--- src/rtl/dir_button_conditioner.sv ---
// ============================================================================
// Module   : dir_button_conditioner
// Brief    : Synchronises, debounces and arbitrates four direction pushbuttons
//            into single-cycle move pulses (n > s > e > w, chord lockout).
// Revision : 1.0 - initial release
// ============================================================================
`default_nettype none

module dir_button_conditioner #(
  parameter int DB_CYCLES = 50000,
  parameter int CNT_W     = $clog2(DB_CYCLES)
) (
  input  logic clk,
  input  logic reset,
  input  logic btn_n,
  input  logic btn_s,
  input  logic btn_e,
  input  logic btn_w,
  output logic n,
  output logic s,
  output logic e,
  output logic w,
  output logic busy
);

  localparam logic [CNT_W-1:0] C_CNT_MAX = CNT_W'(DB_CYCLES - 1);

  // Channel index: 0 = north, 1 = south, 2 = east, 3 = west
  logic [3:0] w_raw;
  logic [3:0] w_db;
  logic [3:0] w_db_nxt;
  logic [3:0] w_rise;
  logic [3:0] pulse_q, pulse_d;
  logic       busy_q, busy_d;

  assign w_raw = {btn_w, btn_e, btn_s, btn_n};

  generate
    for (genvar i = 0; i < 4; i++) begin : g_chan
      logic             s1_q, s2_q;
      logic             db_q, db_d;
      logic [CNT_W-1:0] cnt_q, cnt_d;

      always_ff @(posedge clk or negedge reset) begin
        if (!reset) begin
          s1_q  <= 1'b0;
          s2_q  <= 1'b0;
          db_q  <= 1'b0;
          cnt_q <= '0;
        end else begin
          s1_q  <= w_raw[i];
          s2_q  <= s1_q;
          db_q  <= db_d;
          cnt_q <= cnt_d;
        end
      end

      // Any sample agreeing with the debounced level restarts the count.
      always_comb begin
        db_d  = db_q;
        cnt_d = cnt_q;
        if (s2_q == db_q) begin
          cnt_d = '0;
        end else if (cnt_q == C_CNT_MAX) begin
          db_d  = s2_q;
          cnt_d = '0;
        end else begin
          cnt_d = cnt_q + CNT_W'(1);
        end
      end

      assign w_db[i]     = db_q;
      assign w_db_nxt[i] = db_d;
    end
  endgenerate

  assign w_rise = w_db_nxt & ~w_db;

  // A rising channel has db=0, so "another channel already held" reduces to
  // "any channel already held"; rises losing priority are simply dropped.
  always_comb begin
    pulse_d = 4'b0000;
    busy_d  = |w_db_nxt;
    if (w_db == 4'b0000) begin
      if (w_rise[0])      pulse_d = 4'b0001;
      else if (w_rise[1]) pulse_d = 4'b0010;
      else if (w_rise[2]) pulse_d = 4'b0100;
      else if (w_rise[3]) pulse_d = 4'b1000;
    end
  end

  always_ff @(posedge clk or negedge reset) begin
    if (!reset) begin
      pulse_q <= 4'b0000;
      busy_q  <= 1'b0;
    end else begin
      pulse_q <= pulse_d;
      busy_q  <= busy_d;
    end
  end

  assign n    = pulse_q[0];
  assign s    = pulse_q[1];
  assign e    = pulse_q[2];
  assign w    = pulse_q[3];
  assign busy = busy_q;

endmodule

`default_nettype wire

--- config.mk ---
export PLATFORM = sky130hd
export DESIGN_NAME = dir_button_conditioner
export DESIGN_NICKNAME = d
export VERILOG_FILES = /design/src/rtl/dir_button_conditioner.sv
export SDC_FILE = /design/constraint.sdc
export NUM_CORES = 1
export LEC_CHECK = 0
export ABC_AREA = 1
export CORE_UTILIZATION = 40
export CTS_BUF_LIST = sky130_fd_sc_hd__clkbuf_2
export DETAILED_ROUTE_END_ITERATION = 10
export MAX_ROUTING_LAYER = met4
export PLACE_DENSITY_LB_ADDON = 0.08
export SLEW_MARGIN = 20
export SYNTH_ARGS = -nofsm -noshare
export SYNTH_HDL_FRONTEND = slang
export SYNTH_SLANG_ARGS = --single-unit
--- constraint.sdc ---
create_clock -name clk -period 1.5 [get_ports clk]
set_input_delay 0.3 -clock clk [delete_from_list [all_inputs] [get_ports clk]]
set_output_delay 0.3 -clock clk [all_outputs]
set_load 0.05 [all_outputs]
# Word level (Yosys, flattened, before mapping)
# Index checks and enable logic that the tools add are counted.
# word_totals
register_bits	81
output_inout_bits	5
elab_cells	55
in_bits	6
# classes
eq_ne	8
addsub	4
mux	21
reduce_logical	2
bitwise	2
# ops
op	n
two-way mux 16 bit	8
adder 16 x 1 -> 16 bit (second input constant)	4
equality test 16 bit (second input constant)	4
two-way mux 4 bit	5
two-way mux 1 bit	8
bitwise AND 4 bit	1
equality test 1 bit	4
zero test 4 bit	1
NOT 4 bit	1
OR reduction 4 bit	1

# Longest topological paths before layout
# Gate-level depths: netlist of run 1.
# depth
depth_word	9
mapped_depth	9
mapped_depth_nobuf	9

# Least setup slack after synthesis of run 1
# OpenSTA, ideal clock, no wires.
# synth_path
path_type	register -> register
from	register g_chan[2].cnt_q[0]
to	register g_chan[2].cnt_q[9]
path_stages_with_launch	8
arrival_ns	1.213
n_path_buf	0
required_time_ns	1.380
slack_ns	0.168
setup_time_ns	0.120
path_cell_list	dfrtp_1 -> ha_1 -> nand3_2 -> nor2_1 -> nand2_1 -> nand2_2 -> inv_2 -> and3_1
# synth_between
elab_chain_cells	3
elab_cells_between_ends	4
# synth_rtl
item	line	text
from (decl)	42	logic [CNT_W-1:0] cnt_q, cnt_d;
from (signal assigned)	54	cnt_q <= cnt_d;
adder 16 x 1 -> 16 bit / equality test 16 bit (equally long branches)	68, 64	
two-way mux 16 bit *	64	end else if (cnt_q == C_CNT_MAX) begin
two-way mux 16 bit *	62	if (s2_q == db_q) begin
via g_chan[2].cnt_d[9]	42	
# Mark *: on every way through the listed nets, which the timed path passes. The rest lies on a longest branch.

# Final worst setup path of run 1
# layout_path
from	register pulse_q[3]
to	output port w
# layout_lines
item	line	text
from (decl)	33	logic [3:0] pulse_q, pulse_d;
from (signal assigned)	97	pulse_q <= pulse_d;
to (decl)	22	output logic w,
# No word-level cell between the ends.

==> results of run 1 <==
cell usage in the layout, fill, tap and decap left out, drive strengths merged:
cell / n
nor3b: 8
o21ai: 3
clkdlybuf4s50: 4
o21bai: 4
or2: 1
nor3: 13
nand2: 109
nand4: 9
inv: 56
ha: 4
bufinv: 2
a21oi: 18
nand3: 30
dlygate4sd3: 1
nor2: 127
clkbuf: 10
xor2: 22
a31oi: 3
xnor2: 5
buf: 22
and3: 3
clkinv: 3
dfrtp: 81
per-layer routing:
layer | share of wire [%] | vias up | wire length [um] | GRT usage [%]
met5 | 0 | - | 0 | -
met4 | 1.6 | 0 | 125 | 7.04
met1 | 50 | 1431 | 3980 | 23.3
met3 | 1.8 | 12 | 147 | 2.64
li1 | - | 1640 | - | -
met2 | 47 | 28 | 3760 | 27.5
registers in the layout, summed over array words and instances, names as in the netlist:
name	count
g_chan.cnt_q	64
g_chan.db_q	4
g_chan.s1_q	4
g_chan.s2_q	4
pulse_q	4
busy	1
worst max-delay path by stage:
stage,slack (ps),cells after the start,endpoint
final,70,1,w
after detailed placement,-30,6,g_chan[1].cnt_q[7]$_DFF_PN0_
after floorplan,170,7,g_chan[2].cnt_q[9]$_DFF_PN0_
after global routing,-30,1,e
after CTS,3,7,g_chan[1].cnt_q[12]$_DFF_PN0_
after global placement,60,7,g_chan[0].cnt_q[9]$_DFF_PN0_
kinds of logic (layout without fill, tap and decap cells):
| group | Yosys count | count (layout) | share of synthesized area (%) |
|---|---|---|---|
| AND/OR/NAND/NOR | 300 | 300 | 33.9 |
| flip-flops | 81 | 81 | 49.7 |
| buffers and inverters | 57 | 98 | 5.31 |
| AO/OA/AOI/OAI | 28 | 28 | 4.05 |
| XOR/XNOR | 27 | 27 | 5.80 |
| adder cells (fa/ha/maj) | 4 | 4 | 1.23 |
final cells by class:
cell class              instances  area (um^2)  share of cell area, %
clock buffers                  10         50.0                   1.05
clock inverters                 6         91.3                   1.92
inverters                      55          206                   4.35
multi-input cells             359         1920                   40.4
flip-flops and latches         81         2030                   42.7
well taps                     133          166                   3.50
repair buffers                 27          290                   6.11
metrics by stage:
step | utilization, % | setup WS, ps
final | 48.4 | 71.8
after global routing | 48.4 | -28.1
after CTS | 47.0 | 3.20
after detailed placement | 45.3 | -30.5
after global placement | 45.3 | 64.6
after floorplan | - | 168
repair_timing:
item | 4_1_cts | 5_1_grt
setup buffers | 1 | 7
gates resized for setup | 1 | 24
hold buffers | 1 | 0
endpoints found under the setup margin | 7 | 29
endpoints found under the hold margin | 81 | 0
pin swaps | 0 | 3
report_power, final:
part	switching, mW	total [mW]	internal [mW]	leakage, nW
clock network	0.790	1.36	0.568	0.0865
registers	0.0274	2.25	2.22	1.10
logic	0.119	0.194	0.0750	0.944
total	0.936	3.80	2.87	2.13
==> run_results.csv, run 1 <==
group,metric,value,unit
clocking,cts.root.buffer_cell,"clkbuf_2",
die,core_area,9820,um^2
clocking,cts_tree,"built",
synthesis,synthFlopType,"dfrtp_1",
critical_path,cp-end-kind,"output port",
placed_design,hpwlAfterDp,5940,um
sta,slew_headroom,81.1,%
global_routing,grt_max_degree,45,
clocking,cts.sinks,81,
routing,routed_wl,8010,um
global_routing,first_global_vias,3005,
sta,tightest_slew,282,ps
placed_design,placed_cells,646,
critical_path,crit_fanout,1,
die,ios,11,
sta,holdWs,175,ps
synthesis,synthDominantCellAreaShare,49.7,%
routing,via_per_inst,4.64,
clocking,clk_pin_slew_worst_paths,220,ps
die,start_util,41.5,%
final_layout,post-route-cell-area,4750,um^2
final_layout,area_delta_synth_final,16.5,%
global_routing,antenna_found_initial,0,
synthesis,async_flop_share,100,%
final_layout,fin_nets,543,
critical_path,cp_data_arrival_time,1130,ps
min_path,hold_path_class,"primary input to async pin",
synthesis,mappedNetlistArea,4080,um^2
critical_path,crit_type,"flip-flop to output port",
sta,drv_slew,0,
clocking,clk_latency,520,ps
critical_path,setup.worst_path.start_class,"flip-flop",
critical_path,cpLargestDelayFamily,"flip-flops",
final_layout,diodes,0,
final_layout,fillers,987,
critical_path,cp_slowest_cell,"dfrtp_1",
sta,setup_violations,0,
synthesis,syn_avg_cell_area,8.20,um^2
sta,setup_tns,0,ps
critical_path,r2r-start,"g_chan[0].cnt_q[0]$_DFF_PN0_",
sta,finClkSkew,39.4,ps
job,cap_violations,0,
clocking,h-tree-depth,3,
placed_design,placed_area,4450,um^2
power,power_density,801,nW/um^2
sta,timing.final.crit_share,95.2,%
run_status,outcome,"finished, final reports clean",
final_layout,final_cells,671,
synthesis,synth_nets,507,
die,die_h,103,um
final_layout,drive_gt1_share,17.8,%
synthesis,ys_ff_latch,81,
critical_path,path_buf_inv,1,
routing,wire_per_inst,11.9,um
die,die_w,103,um
power,total_power,3.80,mW
critical_path,worstPathCellList,"buf_12",
critical_path,worst-r2r-cell-count,7,
synthesis,yosys-top-cells-count,"108 x nor2_1, 100 x nand2_1, 81 x dfrtp_1, 50 x inv_1, 28 x nand3_1",
synthesis,yosysUniqueCellTypes,27,
synthesis,yosysMostFrequentCell,"nor2_1",
synthesis,synthCells,497,
synthesis,yosysTopAreaCell,"dfrtp_1",
global_routing,overflow,0,
sta,max_freq,700,MHz
sta,finalCriticalPeriod,1430,ps
global_routing,groute.usage.overall,17.7,%
clocking,cts_buffer_depth,2,
die,die_area,10600,um^2
clocking,cts_made_buffers,9,
die,core.rowCount,36,
synthesis,yosys-top-cells-area,"dfrtp_1 50%, nor2_1 9.9%, nand2_1 9.2%",
critical_path,max_stage_delay,460,ps
routing,drc_errors,0,
synthesis,seq_area_frac_synth,49.7,%
global_routing,grt_pass1_wl,13900,um
sta,hold_violations,0,
synthesis,yosysWarningCount,0,
power,power.leakage,2.13,nW
placed_design,place_congestion,0.844,
routing,ant_nets,0,
routing,drt_iter0_markers,107,
placed_design,port_buffers,10,
critical_path,ff2ff_setup_slack,100,ps
sta,rsz0062_at_grt,"yes",
critical_path,r2r_end,"g_chan[0].cnt_q[9]$_DFF_PN0_",
synthesis,synth-edff-count,0,
routing,dr_total_vias,3111,
routing,drt_pass1_iterations,4,
power,worst_ir_drop_vdd,0.358,mV
critical_path,timing.critical_path.from,"pulse_q[3]$_DFF_PN0_",
critical_path,critPathRequiredTime,1200,ps
Power figures use the tool's default switching activity.
==> run 2, diff against run 1 <==
- CTS_CLUSTER_DIAMETER: unset -> 80
==> results of run 2 <==
No change in the layout: final DEF, timing and power equal those of run 1.
==> edit: new RTL, flow settings as in run 2 <==
`DB_CYCLES`: 50000 -> 12500.
--- a/src/rtl/dir_button_conditioner.sv
+++ b/src/rtl/dir_button_conditioner.sv
@@ -7,7 +7,7 @@
 `default_nettype none
 
 module dir_button_conditioner #(
-  parameter int DB_CYCLES = 50000,
+  parameter int DB_CYCLES = 12500,
   parameter int CNT_W     = $clog2(DB_CYCLES)
 ) (
   input  logic clk,
Check against the original RTL: same outputs for any inputs over 10 cycles, from zero or initial values and one cycle with reset low; that may be too few to reach the edited logic, so the function may still have changed.
==> edit against run 2 <==
- routed wire length is 11% lower
- area after synthesis is 11% lower
- sequential cell count is 8 lower
- power is 11% lower
- final area is 9.2% lower
- setup slack better by 6.1 ps
- worst hold slack better by 3.6 ps
==> edit: results (changes against run 2) <==
[clocking]
htreeDepth=3  ; unchanged
cts_root_buffer=clkbuf_2
cts_buffer_depth=2  ; unchanged
clk_latency_ps=510
cts.clk_slew.worst_paths_ps=240  ; +20 ps
cts_buffers=9  ; unchanged

[run_status]
status=finished, final reports clean

[final_layout]
regMostFlops=g_chan.cnt_q
largest_reg_flops=56  ; -13%
drive_above_1_share_pct=19.0  ; +1.1 points
fin_nets=511  ; -5.9%
n_antenna_cell=0  ; unchanged

[place]
port_buffers=10  ; unchanged
dp_hpwl_um=5180  ; -13%
gp_congestion=0.860  ; +1.9%
place_area_sq_mm=0.00399  ; -10%
placed_cells=591  ; -8.5%

[yosys]
synth_common_cells=nand2_1, nor2_1, dfrtp_1
synth_nets=472  ; -6.9%
synthTopCellsByArea=dfrtp_1, nand2_1, nor2_1, inv_1, nand3_1
synthArstFlopShare_pct=100  ; unchanged
syn_inst=462  ; -7.0%
ys_warn_count=0  ; unchanged
ys_seq_area_share_pct=50.6  ; +0.85 points
ys_types=27  ; unchanged

[critical_path]
cp.arrival_ps=1120
critical_path.max_fanout=1  ; unchanged
crit_path_top_delay_cell=dfrtp_1
slowest_delay_ps=460  ; about the same
critical-path-top-delay-family=flip-flops

[routing]
routed_wl_um=7160  ; -11%
drtPass1Iterations=4  ; unchanged
drt-initial-drc-count=99  ; -7.5%
num_vias=2882  ; -7.4%
viasPerCell=4.69  ; +1.2%

[power_and_ir_drop]
p_leak_uw=0.00204  ; -4.5%
vdd_drop_max_mv=0.722  ; +100%

[worst_hold_path]
hold_class=input port to flop

[global_routing]
grt_pass1_vias=2819  ; -6.2%
grtUsageTotal_pct=17.2  ; -0.45 points
grt_max_degree=32  ; -29%
grt_pass1_wl_um=12700  ; -8.6%
antenna_found_initial=0  ; unchanged

[timing]
fin_worst_skew_ps=25.2  ; -14.2 ps
slew_headroom_pct=72.0  ; -9.1 points

## edit: changes by cell type in the layout (fill, tap and decap cells not counted), sizes merged, moves of 3 or more
cell and delta:
nor2 -27, nor3 +15, xor2 -14, inv +13, dfrtp -8, nand4 -5, nand2 +4, o21bai -4
nor3b -3
## edit: area by class of cell
type,instances,area [sq um]
Clock inverter,7,68.8
Multi-Input combinational cell,321,1680
Timing Repair Buffer,28,302
Clock buffer,9,45.0
Inverter,68,258
Tap cell,108,135
Sequential cell,73,1830
Fill cell,844,4410
## edit: worst paths after layout
check                                      endpoint  cells after the start  slack (ps)                from
worst max-delay path                              e                      1          80          pulse_q[2]
worst min-delay path                 g_chan[2].s1_q                      1         180               btn_e
worst max register to register                 busy                      8          80  g_chan[0].cnt_q[0]
worst min register to register       g_chan[0].s2_q                      0         380      g_chan[0].s1_q
max in group asynchronous        g_chan[1].cnt_q[3]                      3         710               reset
min in group asynchronous       g_chan[0].cnt_q[10]                      2         220               reset
## edit: what timing repair did
action                                 4_1_cts  5_1_grt
setup endpoints to repair                    8       32
resized for setup                            2       42
hold buffers                                 1        0
setup buffers                                1        5
pin swaps                                    0        8
endpoints found under the hold margin       27        0
## edit: logic make-up after synthesis
kind of cell	Yosys count	synth area share, %
simple gates	285	35.1
flops	73	50.6
buf+inv	68	7.07
compound gates	20	2.91
xor+xnor	12	2.91
fa+ha+maj	4	1.39
## edit: per-layer routing
layer / up-vias / routed length [um] / GRT usage (%)
li1: 1524 / - / -
met1: 1321 / 3700 / 24.0
met2: 27 / 3230 / 25.2
met3: 10 / 139 / 2.60
met4: 0 / 90 / 6.89
met5: - / 0 / -
## edit: power breakdown
group,switching [uW],internal (uW)
logic,116,77.8
registers,34.3,2010
clock network,756,381
total,906,2470
## edit: per-stage QoR
stage | worst slack [ps] | total power, uW
3_3_place_gp | 22.5 | 2240
6_report | 77.9 | 3370
4_1_cts | 12.7 | 3400
3_5_place_dp | -19.3 | 2250
5_1_grt | -50.5 | 3530
2_1_floorplan | 133 | 2150
